==> config.mk <==
export PLATFORM = sky130hd
export DESIGN_NAME = ring_monitor
export DESIGN_NICKNAME = d
export VERILOG_FILES = /design/src/rtl/ring_pkg.sv /design/src/rtl/ring_onehot_enc.sv /design/src/rtl/ring_monitor.sv
export SDC_FILE = /design/constraint.sdc
export NUM_CORES = 1
export LEC_CHECK = 0
export ABC_AREA = 1
export BUFFER_PORTS_ARGS = -buffer_cell sky130_fd_sc_hd__buf_4
export CAP_MARGIN = 20
export CORE_ASPECT_RATIO = 1.5
export CORE_MARGIN = 4
export CORE_UTILIZATION = 29
export DETAILED_ROUTE_END_ITERATION = 10
export MAX_ROUTING_LAYER = met4
export PLACE_DENSITY = 0.5
export SLEW_MARGIN = 20
export SYNTH_ARGS = -nofsm -noshare
export SYNTH_HDL_FRONTEND = slang
export SYNTH_SLANG_ARGS = --single-unit
==> constraint.sdc <==
create_clock -name clk -period 3.1 [get_ports clk]
set_input_delay 0 -clock clk [delete_from_list [all_inputs] [get_ports clk]]
set_output_delay 0 -clock clk [all_outputs]
set_load 0.01 [all_outputs]
==> src/rtl/ring_pkg.sv <==
// rtl/ring_pkg.sv - shared types and helpers for the one-hot ring monitor
//
// Purpose: lock FSM state type plus width-agnostic ring helpers.
// Helpers work on a RING_MAX_W-bit container. Callers zero-extend their
// ring vector into it and pass the real ring width. Rings wider than
// RING_MAX_W are not supported.
package ring_pkg;

  localparam int RING_MAX_W = 64;

  typedef enum logic [1:0] {
    ST_SEARCH  = 2'd0,
    ST_ACQUIRE = 2'd1,
    ST_LOCKED  = 2'd2
  } ring_state_e;

  // Rotate left by one within the low `width` bits, so the bit at width-1
  // wraps to bit 0. Bits at and above `width` are returned as zero.
  function automatic logic [RING_MAX_W-1:0] rotl_onehot(
    input logic [RING_MAX_W-1:0] x,
    input int                    width
  );
    logic [RING_MAX_W-1:0] r;
    r = '0;
    for (int i = 0; i < RING_MAX_W; i++) begin
      if (i == width - 1) begin
        r[0] = x[i];
      end else if (i < width - 1) begin
        r[i+1] = x[i];
      end
    end
    return r;
  endfunction

  // True when exactly one bit is set.
  function automatic logic onehot_check(input logic [RING_MAX_W-1:0] x);
    logic seen;
    logic multi;
    seen  = 1'b0;
    multi = 1'b0;
    for (int i = 0; i < RING_MAX_W; i++) begin
      if (x[i]) begin
        if (seen) multi = 1'b1;
        seen = 1'b1;
      end
    end
    return seen && !multi;
  endfunction

endpackage

==> src/rtl/ring_onehot_enc.sv <==
// rtl/ring_onehot_enc.sv - combinational one-hot to binary index encoder
//
// Purpose: decode a one-hot ring vector to the index of its set bit.
// Ports:
//   ring_i   [WIDTH]  ring vector to decode
//   index_o  [IDX_W]  position of the set bit. Meaningless when valid_o=0.
//   valid_o           ring_i is exactly one-hot
module ring_onehot_enc
  import ring_pkg::*;
#(
  parameter int WIDTH = 4,
  parameter int IDX_W = $clog2(WIDTH)
) (
  input  logic [WIDTH-1:0] ring_i,
  output logic [IDX_W-1:0] index_o,
  output logic             valid_o
);

  always_comb begin
    index_o = '0;
    for (int i = 0; i < WIDTH; i++) begin
      if (ring_i[i]) index_o = i[IDX_W-1:0];
    end
    valid_o = onehot_check(RING_MAX_W'(ring_i));
  end

endmodule

==> src/rtl/ring_monitor.sv <==
// rtl/ring_monitor.sv - one-hot rotating ring checker, slot decoder and lock monitor
//
// Purpose: sample a ring vector and check that each sample is one-hot and is
// one left-rotation of the previous sample. Decode the sample to an index,
// and count integrity errors seen while locked.
// Ports:
//   clk          rising-edge clock
//   reset_n      asynchronous active-low reset
//   ring_in      [WIDTH]  ring vector under observation
//   clr_err      synchronous clear of err_count (takes priority over increment)
//   index        [$clog2(WIDTH)]  hot-bit position of the current sample
//                (holds the last value when the sample is not one-hot)
//   index_valid  current sample is one-hot
//   locked       monitor is in the LOCKED state
//   err_pulse    one-cycle pulse per error detected while LOCKED
//   err_count    [ERR_W]  saturating LOCKED error count
module ring_monitor
  import ring_pkg::*;
#(
  parameter int WIDTH      = 4,
  parameter int LOCK_COUNT = 4,
  parameter int ERR_W      = 8
) (
  input  logic                     clk,
  input  logic                     reset_n,
  input  logic [WIDTH-1:0]         ring_in,
  input  logic                     clr_err,
  output logic [$clog2(WIDTH)-1:0] index,
  output logic                     index_valid,
  output logic                     locked,
  output logic                     err_pulse,
  output logic [ERR_W-1:0]         err_count
);

  localparam int IDX_W = $clog2(WIDTH);
  // good_cnt counts 0..LOCK_COUNT-1 and needs at least one bit.
  localparam int GW    = (LOCK_COUNT > 1) ? $clog2(LOCK_COUNT) : 1;

  logic [WIDTH-1:0]      s_cur_q, s_prev_q;
  ring_state_e           state_q, state_d;
  logic [GW-1:0]         good_cnt_q, good_cnt_d;
  logic [IDX_W-1:0]      index_q;
  logic                  index_valid_q;
  logic                  locked_q;
  logic                  err_pulse_q;
  logic [ERR_W-1:0]      err_count_q, err_count_d;

  logic [IDX_W-1:0]      enc_idx;
  logic                  onehot;
  logic [RING_MAX_W-1:0] prev_rot;
  logic                  step_ok;
  logic                  err_d;

  ring_onehot_enc #(
    .WIDTH (WIDTH),
    .IDX_W (IDX_W)
  ) u_enc (
    .ring_i  (s_cur_q),
    .index_o (enc_idx),
    .valid_o (onehot)
  );

  always_comb begin
    prev_rot = rotl_onehot(RING_MAX_W'(s_prev_q), WIDTH);
    step_ok  = onehot && (s_cur_q == prev_rot[WIDTH-1:0]);
  end

  always_comb begin
    state_d    = state_q;
    good_cnt_d = good_cnt_q;
    err_d      = 1'b0;
    unique case (state_q)
      ST_SEARCH: begin
        if (onehot) begin
          state_d    = ST_ACQUIRE;
          good_cnt_d = '0;
        end
      end
      ST_ACQUIRE: begin
        if (step_ok) begin
          if (good_cnt_q == GW'(LOCK_COUNT - 1)) begin
            state_d    = ST_LOCKED;
            good_cnt_d = '0;
          end else begin
            good_cnt_d = good_cnt_q + 1'b1;
          end
        end else if (onehot) begin
          // A valid but out-of-sequence slot restarts the streak in place.
          good_cnt_d = '0;
        end else begin
          state_d    = ST_SEARCH;
          good_cnt_d = '0;
        end
      end
      ST_LOCKED: begin
        if (!step_ok) begin
          err_d      = 1'b1;
          good_cnt_d = '0;
          state_d    = onehot ? ST_ACQUIRE : ST_SEARCH;
        end
      end
      default: begin
        state_d    = ST_SEARCH;
        good_cnt_d = '0;
      end
    endcase
  end

  // Clear wins over a coincident error. The count pins at all-ones.
  always_comb begin
    err_count_d = err_count_q;
    if (clr_err) begin
      err_count_d = '0;
    end else if (err_d && (err_count_q != '1)) begin
      err_count_d = err_count_q + 1'b1;
    end
  end

  always_ff @(posedge clk or negedge reset_n) begin
    if (!reset_n) begin
      s_cur_q       <= '0;
      s_prev_q      <= '0;
      state_q       <= ST_SEARCH;
      good_cnt_q    <= '0;
      index_q       <= '0;
      index_valid_q <= 1'b0;
      locked_q      <= 1'b0;
      err_pulse_q   <= 1'b0;
      err_count_q   <= '0;
    end else begin
      s_cur_q       <= ring_in;
      s_prev_q      <= s_cur_q;
      state_q       <= state_d;
      good_cnt_q    <= good_cnt_d;
      if (onehot) index_q <= enc_idx;
      index_valid_q <= onehot;
      locked_q      <= (state_d == ST_LOCKED);
      err_pulse_q   <= err_d;
      err_count_q   <= err_count_d;
    end
  end

  assign index       = index_q;
  assign index_valid = index_valid_q;
  assign locked      = locked_q;
  assign err_pulse   = err_pulse_q;
  assign err_count   = err_count_q;

endmodule

Word-level counts from Yosys, hierarchy flattened
Cells that the tools add are included.
{"block": "totals", "in_bits": 7, "ff_bits": 25}
{"block": "classes", "muxes": 29, "n_reduce_logical": 7, "addsub": 2, "eq_ne": 8}
{"operator": "2-bit two-way mux", "count": 11}
{"operator": "8-bit two-way mux", "count": 2}
{"operator": "1-bit two-way mux", "count": 14}
{"operator": "2-bit case mux with 3 select lines", "count": 2}
{"operator": "8-bit by 1-bit adder with 8-bit output (second input constant)", "count": 1}
{"operator": "8-bit != test (second input constant)", "count": 1}
{"operator": "2-bit equality test (second input constant)", "count": 3}
{"operator": "4-bit equality test", "count": 1}
{"operator": "2-bit != test (second input constant)", "count": 2}
{"operator": "1-bit logical AND", "count": 3}
{"operator": "2-bit by 1-bit adder with 2-bit output (second input constant)", "count": 1}
{"operator": "2-bit by 1-bit equality test with 1-bit output (second input constant)", "count": 1}
{"operator": "2-bit logical NOT", "count": 1}
{"operator": "2-bit AND reduction", "count": 1}
{"operator": "2-bit nonzero test", "count": 1}
{"operator": "1-bit logical NOT", "count": 1}

Longest topological paths before layout
Gate-level depths: netlist of the first run.
{"block": "depth", "word_depth": 15, "ltp_mapped": 10, "depth_no_buf": 10}

By module
A second synthesis of the first run with hierarchy kept.
{"block": "hier_totals", "cells_unflattened": 155, "area_unflattened_um2": 1224.9}
{"module": "ring_monitor", "instances": 1, "area_each_um2": 1161.1, "cells_each": 141}
{"module": "ring_onehot_enc", "instances": 1, "area_each_um2": 63.8, "cells_each": 14}

Worst setup path before layout of the first run
No wires, ideal clock.
{"block": "synth_path", "kind": "register to register", "from": "register err_count_q[0] (netlist: err_count[0])", "to": "register err_count_q[0] (netlist: err_count[0])", "slack_ns": 1.677, "t_arrival_ns": 1.305, "required_ns": 2.982, "setup_time_ns": 0.118, "stages_incl_launch_ff": 9, "n_path_buf": 0, "cell_sequence": "dfrtp_1 > ha_1 > nand3_1 > nor2_2 > nand4_2 > nand3_4 > nand2_4 > nand2_1 > nand2_1"}
{"block": "synth_via", "elab_chain_len": 3, "elab_cells_between_ends": 6, "cone_classes": "add/sub (1); eq/ne (1); mux (2); reduce/logical (2)"}
{"item": "from (decl)", "line_no": "ring_monitor.sv:46", "text": "logic [ERR_W-1:0] err_count_q, err_count_d;"}
{"item": "from (signal assigned)", "line_no": "ring_monitor.sv:139", "text": "err_count_q <= err_count_d;"}
{"item": "8-bit by 1-bit adder with 8-bit output / 8-bit != test (equally long branches)", "line_no": "ring_monitor.sv:115, ring_monitor.sv:114"}
{"item": "8-bit two-way mux / 1-bit logical AND (equally long branches)", "line_no": "ring_monitor.sv:114", "text": "end else if (err_d && (err_count_q != '1)) begin"}
{"item": "8-bit two-way mux / 2-bit nonzero test (equally long branches)"}
Several ways; a longest one is shown, not always the timed one. The select of a mux whose other input is x is not followed.
A chain may end at the register's enable or synchronous reset.

Worst setup path in the final report of the first run
{"block": "layout_path", "from": "register err_count_q[0] (netlist: err_count[0])", "to": "register err_count_q[3] (netlist: err_count[3])"}
The elaborated chain is that of the path after synthesis.

==> results of run 1 <==
-- synthesized netlist by cell type, types with 3 or more instances --
cell type / number / area share [%]
nand2_1: 49 / 15
dfrtp_1: 25 / 51
nand3_1: 17 / 6.9
inv_1: 14 / 4.3
nor2_1: 12 / 3.7
inv_2: 4 / 1.2
nor2_2: 4 / 2.0
nand2_2: 3 / 1.5
o21ai_0: 3 / 1.2
-- layer usage --
layer	wire (um)	global-route usage (%)
met4	18	3.550
met1	1026	12.24
met2	1340	18.69
met3	102	1.917
met5	0	-
-- power groups by stage --
stage / clock network, mW / logic (mW) / registers (mW)
floorplan: 0 / 0.0427 / 0.368
global placement: 0 / 0.0838 / 0.364
detailed placement: 0 / 0.0853 / 0.365
CTS: 0.200 / 0.0907 / 0.359
global route: 0.212 / 0.0996 / 0.362
finish: 0.187 / 0.0879 / 0.359
-- cell type report --
cell class | instances | area (um2)
flip-flops and latches | 25 | 625.6
clock buffers | 4 | 45.04
well taps | 45 | 56.30
fillers | 404 | 2506
repair buffers | 24 | 192.7
inverters | 19 | 71.32
multi-input cells | 104 | 531.8
-- metrics by stage --
stage	setup slack [ns]	cell area, um2	hold WS [ns]	std cells
floorplan	1.677	1234	-0.2956	149
global placement	1.636	1428	-0.07569	212
detailed placement	1.595	1428	-0.06932	212
CTS	1.560	1523	0.05360	221
global route	1.434	1523	0.06411	221
finish	1.572	1523	0.06059	221
-- state kept, by name (all words and copies together), names as in the netlist --
signal and flops:
err_count 8, err_pulse 1, good_cnt_q 2, index 2, index_valid 1, locked 1, s_cur_q 4, s_prev_q 4
state_q 2
-- kinds of logic (layout without fill, tap and decap cells) --
group,after synthesis,after routing,share of synthesized area (%)
flip-flops,25,25,50.71
XOR/XNOR,4,4,2.840
buffers and inverters,20,47,6.186
AND/OR/NAND/NOR,93,93,36.21
adder cells (fa/ha/maj),2,2,2.028
AO/OA/AOI/OAI,5,5,2.028
-- worst max-delay path: stages (launching register included) --
cell,delay (ns)
dfrtp_1,0.43
ha_1,0.23
nand3_1,0.12
nor2_2,0.14
nand4_2,0.11
nand3_4,0.17
nand2_4,0.10
nand2_1,0.07
nand2_1,0.05
-- how the worst max path moves through the flow --
stage                       startpoint  slack [ns]           end
after detailed placement  err_count[0]        1.60  err_count[3]
after floorplan           err_count[0]        1.68  err_count[0]
final                     err_count[0]        1.57  err_count[3]
after CTS                 err_count[0]        1.56  err_count[3]
after global routing      err_count[0]        1.43  err_count[4]
after global placement    err_count[0]        1.64  err_count[3]
==> results.md, run 1 <==
* Status: finished, final reports clean
* Final setup fails at 0
* Clock sinks at 25
* Share of layout cells above drive strength 1 at 21.59%
* Post-synth EDFFs at 0
* Setup slack, reg-to-reg at approximately 1.6 ns
* Period utilization at slightly below 50%
* GPL Wtd Cong at 0.8303
* Most frequent cells in the layout: nand2_1 (49), dfrtp_1 (25), buf_4 (19)
* Seq pwr share at 56.6%
* Leakage power at 0.8259 nW
* Gate power share at between 10% and 20%
* TritonCTS Buffers at 3
* DRT Pass-1 Iters at 4
* Hold path cells at 4
* Clk_skew at 0.004275 ns
* Cell-internal power at approximately 470 uW
* Crit path kind: register to register
* Tmin final at 1.528 ns
* Starting Density at 30.62%
* Global-route wire length before repair at 4367 um
* Total setup buffers inserted after CTS at 0
* P per Cell Area at between 400 and 500 nW/um2
* Worst slew pin tran at roughly 0.34 ns
* Pin count of the biggest net entering global routing at 26
* Vias in the first global route at between 900 and 1000
* Total negative slack at 0 ns
* Clock Power Share at between 20 and 30%
* Final Max Tran Viols at 0
* Reg clk slew, reported paths at 0.08 ns
* Sequential area share after synthesis at 50.71%
* Post-CTS sizing at 0
* Worst skew pair latency at 0.26 ns
* Port buffer count at 19
* Final WL at about 2500 um
* Synth Register Bits at 25
* Synth Instances at roughly 150
* H-tree Lvls at 1
* Grt total ovfl at 0
* Pwr Total at 634.0 uW
* Post-CTS Hold Fix Bufs at 5
* Synth Area per Inst at 8.280 um2
* Library cells used by synthesis at 21
* Async set or reset register ratio after synthesis at 100.0%
* Overall Global Routing Usage at 10.82%
* Antenna violations before repair at 0
* VDD IR max at 0.0001633 V
* Row count at 28
* Switching Fraction at 25.25%
* Top-level port count at 20
* Placeable Area at 4029 um2
* Vias at 1023
* Post-Syn Area at 1234 um2
* FF-to-FF path depth at 8
* Post-route ant nets at 0
* Ant diodes at 0
* Worst flop-to-flop path startpoint: err_count[0]
* Crit start category: register
* Wire per inst at 11.25 um
* Die height at around 88 um
* Required time worst endpoint at around 3.3 ns
* Synth Flop Type: dfrtp_1
* Switching power at ~160 uW
* DRT iter0 DRCs at 7
* Clock root buffer: clkbuf_8
* Detailed Place HPWL at about 1900 um
* Worst-path fanout max at 9
* HP Class: input port to register
* Die X at 61.26 um
* Final #Nets at 186
* Final Hold Vio Count at 0
* Hold Path End: err_count[7]
* Worst hold path startpoint: clr_err
* Reg-to-reg endpoint: err_count[3]
* RSZ-0062 raised after global routing: no
* F_max at approximately 650 MHz
* CP endpoint kind: register
* CTS tree: done
* Via density per instance at 4.629
* CP arrival at roughly 1.7 ns
* Yosys warns at 0
* Post-route DRC at 0
* Synthesized Nets at about 160
* Full die area at ~5400 um2
* Layout area overhead at 23.43%
* MaxCap Viol Count at 0
* Commonest non-fill, non-tap cell in the layout: nand2_1
* Max transition margin at 77.05%
* Worst-case clock buffer depth at 2
* Final Util at 37.80%
No activity file was read; power rests on OpenSTA's default activity.
==> inputs of run 2 (changes only) <==
clock period = 1.6 ns   (was 3.1 ns; I/O delays follow)
==> run 2 against run 1 <==
Against the previous run:
- wire length grew 2.3%
- fmax rose by 4.3%
- hold slack got worse by 0.0026 ns
- design area increased by 1.3%
- flip-flop and latch count unchanged
- largest power group unchanged
- via count fell by 0.88%
- critical endpoint unchanged
- largest cell class unchanged
==> results.md, run 2 (synthesis gave the netlist of run 1 again) <==
* Status: finished, final reports clean
* Switching Fraction at 25.87% (+0.62 points)
* TritonCTS Buffers at 3 (unchanged)
* CTS tree: done
* Post-route DRC at 0 (unchanged)
* Reg clk slew, reported paths at 0.09 ns (about the same)
* Worst hold path startpoint: clr_err
* Final Max Tran Viols at 0 (unchanged)
* Required time worst endpoint at 1.81 ns (-1.44 ns)
* Fillers at 412 (+2.0%)
* Share of layout cells above drive strength 1 at 24.16% (+2.6 points)
* Clock sinks at 25 (unchanged)
* RSZ-0062 raised after global routing: no
* Period utilization at 91.59% (+42 points)
* Largest register FFs at 8 (unchanged)
* Gate power share at 14.4% (+0.5 points)
* Detailed Place HPWL at 1899 um (+2.1%)
* Worst setup path end: err_count[3]
* Reg-to-reg endpoint: err_count[3]
* Commonest non-fill, non-tap cell in the layout: nand2_1
* Clock Power Share at 29.6% (about the same)
* Final Util at 38.29% (+0.50 points)
* Switching power at 321.1 uW (+100%)
* Final WL at 2545 um (+2.3%)
* Full die area at 5383 um2 (unchanged)
* Clk_skew at 0.002254 ns (-0.002021 ns)
* Row count at 28 (unchanged)
* Die X at 61.26 um (unchanged)
* Overall Global Routing Usage at 11.27% (+0.45 points)
* Most frequent CP cell: nand3_1
* HP Class: input port to register
* CP endpoint kind: register
* DRT Pass-1 Iters at 4 (unchanged)
* Seq pwr share at 56.0% (-0.6 points)
* Ant diodes at 0 (unchanged)
* Crit. Startpoint: err_count[0]
* Tmin final at 1.465 ns (-0.06291 ns)
* Crit start category: register
* Max transition margin at 75.57% (-1.5 points)
* Worst flop-to-flop path startpoint: err_count[0]
* Total negative slack at 0 ns (unchanged)
* Final #Nets at 188 (+1.1%)
* Clock root buffer: clkbuf_8
* Worst slew pin tran at 0.3651 ns (+0.02210 ns)
* Port buffer count at 19 (unchanged)
* Global-route wire length before repair at 4491 um (+2.8%)
* Leakage power at 0.8345 nW (+1.0%)
* Pin count of the biggest net entering global routing at 26 (unchanged)
* Top-level port count at 20 (unchanged)
* Worst skew pair latency at 0.26 ns (about the same)
* Vias in the first global route at 1016 (+2.4%)
* Worst-path fanout max at 8 (-1)
* Via density per instance at 4.547 (-1.8%)
* Most frequent cells in the layout: nand2_1 (49), dfrtp_1 (24), buf_4 (21)
* P per Cell Area at 804.5 nW/um2 (+93%)
* Crit-path max cell delay at 0.41 ns (-0.02 ns)
* Setup slack, reg-to-reg at 0.13 ns (-1.44 ns)
* Final Hold Vio Count at 0 (unchanged)
* CP max stage cell: dfrtp_2
* GPL Wtd Cong at 0.8424 (+1.5%)
* Crit path kind: register to register
* DRT iter0 DRCs at 16 (+9)
* FF-to-FF path depth at 8 (unchanged)
* F_max at 682.4 MHz (+4.3%)
* MaxCap Viol Count at 0 (unchanged)
* Final setup fails at 0 (unchanged)
* Grt total ovfl at 0 (unchanged)
* Post-route ant nets at 0 (unchanged)
* Die height at 87.88 um (unchanged)
* Layout area overhead at 25.05%
* CP arrival at 1.67 ns (about the same)
* VDD IR max at 0.0003463 V (+110%)
* Placeable Area at 4029 um2 (unchanged)
* H-tree Lvls at 1 (unchanged)
* Antenna violations before repair at 0 (unchanged)
* Worst-case clock buffer depth at 2 (unchanged)
* Crit-path cells: ha_2 > nand3_1 > nor2_2 > nand4_2 > nand3_4 > buf_4 > nand3_1 > nand2_1
* Starting Density at 30.62% (unchanged)
* Vias at 1014 (-0.88%)
* Wire per inst at 11.41 um (+1.4%)
* Cell-internal power at 920.1 uW (+94%)
run 2: area by class of cell:
cell class / count / area (um2) / area share [%]
multi-input combinational: 104 / 534.3 / 34.63
timing repair buffer: 26 / 207.7 / 13.46
sequential: 25 / 626.9 / 40.63
inverter: 19 / 71.32 / 4.623
clock buffer: 3 / 41.29 / 2.676
clock inverter: 1 / 5.005 / 0.3244
tap: 45 / 56.30 / 3.650
run 2: worst max-delay path: cells and delay by family (launching register included):
family / cells / cell delay [ns]
adder cells (fa/ha/maj): 1 / 0.21
buffers and inverters: 1 / 0.13
flip-flops: 1 / 0.41
AND/OR/NAND/NOR: 6 / 0.64
run 2: repair_timing:
item                                    in CTS  in global routing
setup buffers                                0                  1
endpoints found under the hold margin       29                  0
hold buffers                                 5                  0
endpoints found under the setup margin       0                  8
resized for setup                            0                  2
run 2: per-layer routing:
metal | wire [um] | share of wire (%) | GRT usage [%] | vias to the layer above
met1 | 1042 | 41 | 12.68 | 470
met4 | 18 | 0.71 | 4.142 | 0
met2 | 1382 | 54 | 19.46 | 17
met3 | 102 | 4.0 | 1.770 | 2
met5 | 0 | 0 | - | -
li1 | - | - | - | 525
run 2: how the worst min path moves through the flow:
stage	end	cells after the start
after detailed placement	index[0]	1
after CTS	err_count[2]	4
after global placement	index[0]	1
after global routing	err_count[3]	4
after floorplan	err_count[0]	0
final	err_count[3]	4
run 2: power groups by stage:
| stage | Clock [mW] | Combinational, mW | Sequential, mW |
|---|---|---|---|
| 2_1_floorplan | 0 | 0.0828 | 0.712 |
| 3_3_place_gp | 0 | 0.170 | 0.705 |
| 3_5_place_dp | 0 | 0.172 | 0.707 |
| 4_1_cts | 0.390 | 0.182 | 0.695 |
| 5_1_grt | 0.420 | 0.203 | 0.701 |
| 6_report | 0.367 | 0.179 | 0.695 |
run 2: stage by stage:
step                      setup WS (ns)  total power, mW  cells  area, um2  hold slack [ns]
after floorplan                  0.1769           0.7950    149       1234          -0.2956
after detailed placement        0.09451           0.8791    213       1435         -0.07248
after global placement           0.1459           0.8755    213       1435         -0.07532
final                            0.1345            1.241    223       1543          0.05802
after CTS                       0.05970            1.267    222       1531          0.04645
after global routing           0.004469            1.325    223       1543          0.06213
==> inputs of run 3 (changes only) <==
CORE_ASPECT_RATIO = 1.75   (was 1.5)
==> run 3 against run 2 <==
Against the previous run:
- final cell count increased by 4.9%
- register-to-register slack barely moved
- critical path depth unchanged
- sequential share of layout area fell by 1.8 points
- worst setup slack better by 0.0023 ns
- clock skew increased by 0.00093 ns
- critical path type unchanged
- first-iteration DRC count is 38% higher
==> results.md, run 3 (synthesis gave the netlist of run 1 again) <==
* RSZ-0062 raised after global routing: no
* H-tree Lvls at 1 (unchanged)
* Top-level port count at 20 (unchanged)
* Met1 GRT Util at 12.06% (-0.62 points)
* Most frequent cells in the layout: nand2_1 (49), buf_4 (27), dfrtp_1 (24)
* Clk_skew at 0.003181 ns (+0.0009271 ns)
* Global-route wire length before repair at 4636 um (+3.2%)
* Grt total ovfl at 0 (unchanged)
* Seq pwr share at 54.2% (-1.8 points)
* Status: finished, final reports clean
* Largest register FFs at 8 (unchanged)
* Crit start category: register
* DRT Pass-1 Iters at 4 (unchanged)
* Share of layout cells above drive strength 1 at 27.03% (+2.9 points)
* Worst hold path startpoint: clr_err
* GPL Wtd Cong at 0.8469 (+0.53%)
* Vias in the first global route at 1033 (+1.7%)
* Hold path cells at 4 (unchanged)
* CP arrival at 1.63 ns (-0.04 ns)
* Crit path kind: register to register
* Final Hold Vio Count at 0 (unchanged)
* Antenna violations before repair at 0 (unchanged)
* Final Max Tran Viols at 0 (unchanged)
* Full die area at 5403 um2 (+0.36%)
* Final WL at 2774 um (+9.0%)
* Layout area overhead at 30.73%
* HP Class: input port to register
* Pin count of the biggest net entering global routing at 26 (unchanged)
* Ant diodes at 0 (unchanged)
* Clock sinks at 25 (unchanged)
* Die height at 94.28 um (+7.3%)
* Wire per inst at 11.85 um (+3.9%)
* M3 GR Usage at 1.376% (-0.39 points)
* FF-to-FF path depth at 8 (unchanged)
* Final #Nets at 195 (+3.7%)
* Detailed Place HPWL at 1953 um (+2.8%)
* Placeable Area at 4111 um2 (+2.0%)
* Port buffer count at 19 (unchanged)
* Period utilization at 91.45% (-0.14 points)
* Hold Path End: err_count[5]
* TritonCTS Buffers at 3 (unchanged)
* Gate power share at 16.2% (+1.8 points)
* Post-place setup slack at 0.06737 ns (-0.02714 ns)
* Die X at 57.31 um (-6.4%)
* M2 GR Usage at 20.04% (+0.58 points)
* Starting Density at 30.01% (-0.62 points)
* Post-route DRC at 0 (unchanged)
* Reg-to-reg endpoint: err_count[7]
* Via density per instance at 4.662 (+2.5%)
* VDD IR max at 0.0005113 V (+48%)
* Required time worst endpoint at 1.76 ns (-0.05 ns)
* Switching Fraction at 26.68% (+0.81 points)
* Tmin final at 1.463 ns (-0.002252 ns)
* Worst-case clock buffer depth at 2 (unchanged)
* DRT iter0 DRCs at 22 (+6)
* Setup slack, reg-to-reg at 0.14 ns (about the same)
* Reg clk slew, reported paths at 0.09 ns (about the same)
* Max transition margin at 68.14% (-7.4 points)
* Cell-internal power at 942.6 uW (+2.5%)
* Leakage power at 0.8660 nW (+3.8%)
* CTS tree: done
* Total negative slack at 0 ns (unchanged)
* P per Cell Area at 797.2 nW/um2 (-0.91%)
* MaxCap Viol Count at 0 (unchanged)
* Worst skew pair latency at 0.27 ns (about the same)
* Final worst slack at 0.1368 ns (+0.002252 ns)
* Worst flop-to-flop path startpoint: err_count[1]
* Switching power at 343.1 uW (+6.8%)
* Vias at 1091 (+7.6%)
* Row count at 31 (+11%)
* Worst slew pin tran at 0.4762 ns (+0.1111 ns)
* Clock Power Share at 29.6% (about the same)
* Gr busiest metal: met2
* CP endpoint kind: register
* Overall Global Routing Usage at 11.21% (-0.058 points)
* Commonest non-fill, non-tap cell in the layout: nand2_1
* Worst-path fanout max at 8 (unchanged)
* F_max at 683.4 MHz (+0.15%)
* Final setup fails at 0 (unchanged)
* Clock root buffer: clkbuf_8
* Post-route ant nets at 0 (unchanged)
run 3: cell types whose count changed in the layout (fill, tap and decap cells not counted):
cell	previous run	this run
nand3_2	1	2
buf_4	21	27
ha_2	1	0
ha_4	0	1
run 3: area by class of cell:
cell class | instances | area, um2
Clock buffer | 3 | 41.29
Clock inverter | 1 | 5.005
Fill cell | 442 | 2499
Inverter | 19 | 71.32
Multi-Input combinational cell | 105 | 554.3
Sequential cell | 25 | 626.9
Tap cell | 49 | 61.31
Timing Repair Buffer | 32 | 252.7
run 3: per-layer routing:
metal  vias to the layer above  part of all wire [%]  wire length, um
met3                         6                   4.0              110
met5                         -                     0                0
li1                        541                     -                -
met2                        28                    54             1510
met4                         0                   2.0               55
met1                       516                    40             1097
run 3: worst max-delay path by stage:
stage	startpoint	endpoint	slack (ns)	cells after the start
after floorplan	err_count[0]	err_count[0]	0.18	8
after global placement	err_count[0]	err_count[1]	0.13	8
after detailed placement	err_count[0]	err_count[7]	0.07	8
after CTS	err_count[0]	err_count[7]	0.05	8
after global routing	err_count[1]	err_count[7]	0.008	8
final	err_count[1]	err_count[7]	0.14	8
run 3: stage by stage:
step / instances / util (%) / power, mW / hold slack (ns) / instance area, um2
after floorplan: 149 / - / 0.7950 / -0.2956 / 1234
after global placement: 216 / 34.84 / 0.8687 / -0.07664 / 1433
after detailed placement: 216 / 34.84 / 0.8728 / -0.07172 / 1433
after CTS: 225 / 37.19 / 1.267 / 0.04307 / 1529
after global routing: 234 / 39.23 / 1.363 / 0.06417 / 1613
final: 234 / 39.23 / 1.286 / 0.04954 / 1613
run 3: power by group through the flow:
| stage | clock network [mW] | registers [mW] | logic [mW] |
|---|---|---|---|
| after floorplan | 0 | 0.712 | 0.0828 |
| after global placement | 0 | 0.706 | 0.163 |
| after detailed placement | 0 | 0.709 | 0.164 |
| after CTS | 0.396 | 0.697 | 0.174 |
| after global routing | 0.423 | 0.703 | 0.237 |
| final | 0.381 | 0.697 | 0.208 |
run 3: worst max-delay path: stages (launching register included):
cell	delay, ns
dfrtp_1	0.42
ha_4	0.16
nand3_1	0.11
nor2_2	0.17
nand4_2	0.14
nand3_4	0.14
nand2_4	0.09
nand2_1	0.07
nand2_1	0.06
run 3: what timing repair did:
action,CTS,global route
buffers inserted,0,8
setup endpoints to repair,0,8
hold endpoints to repair,29,0
gates resized for setup,0,3
hold buffers,5,0
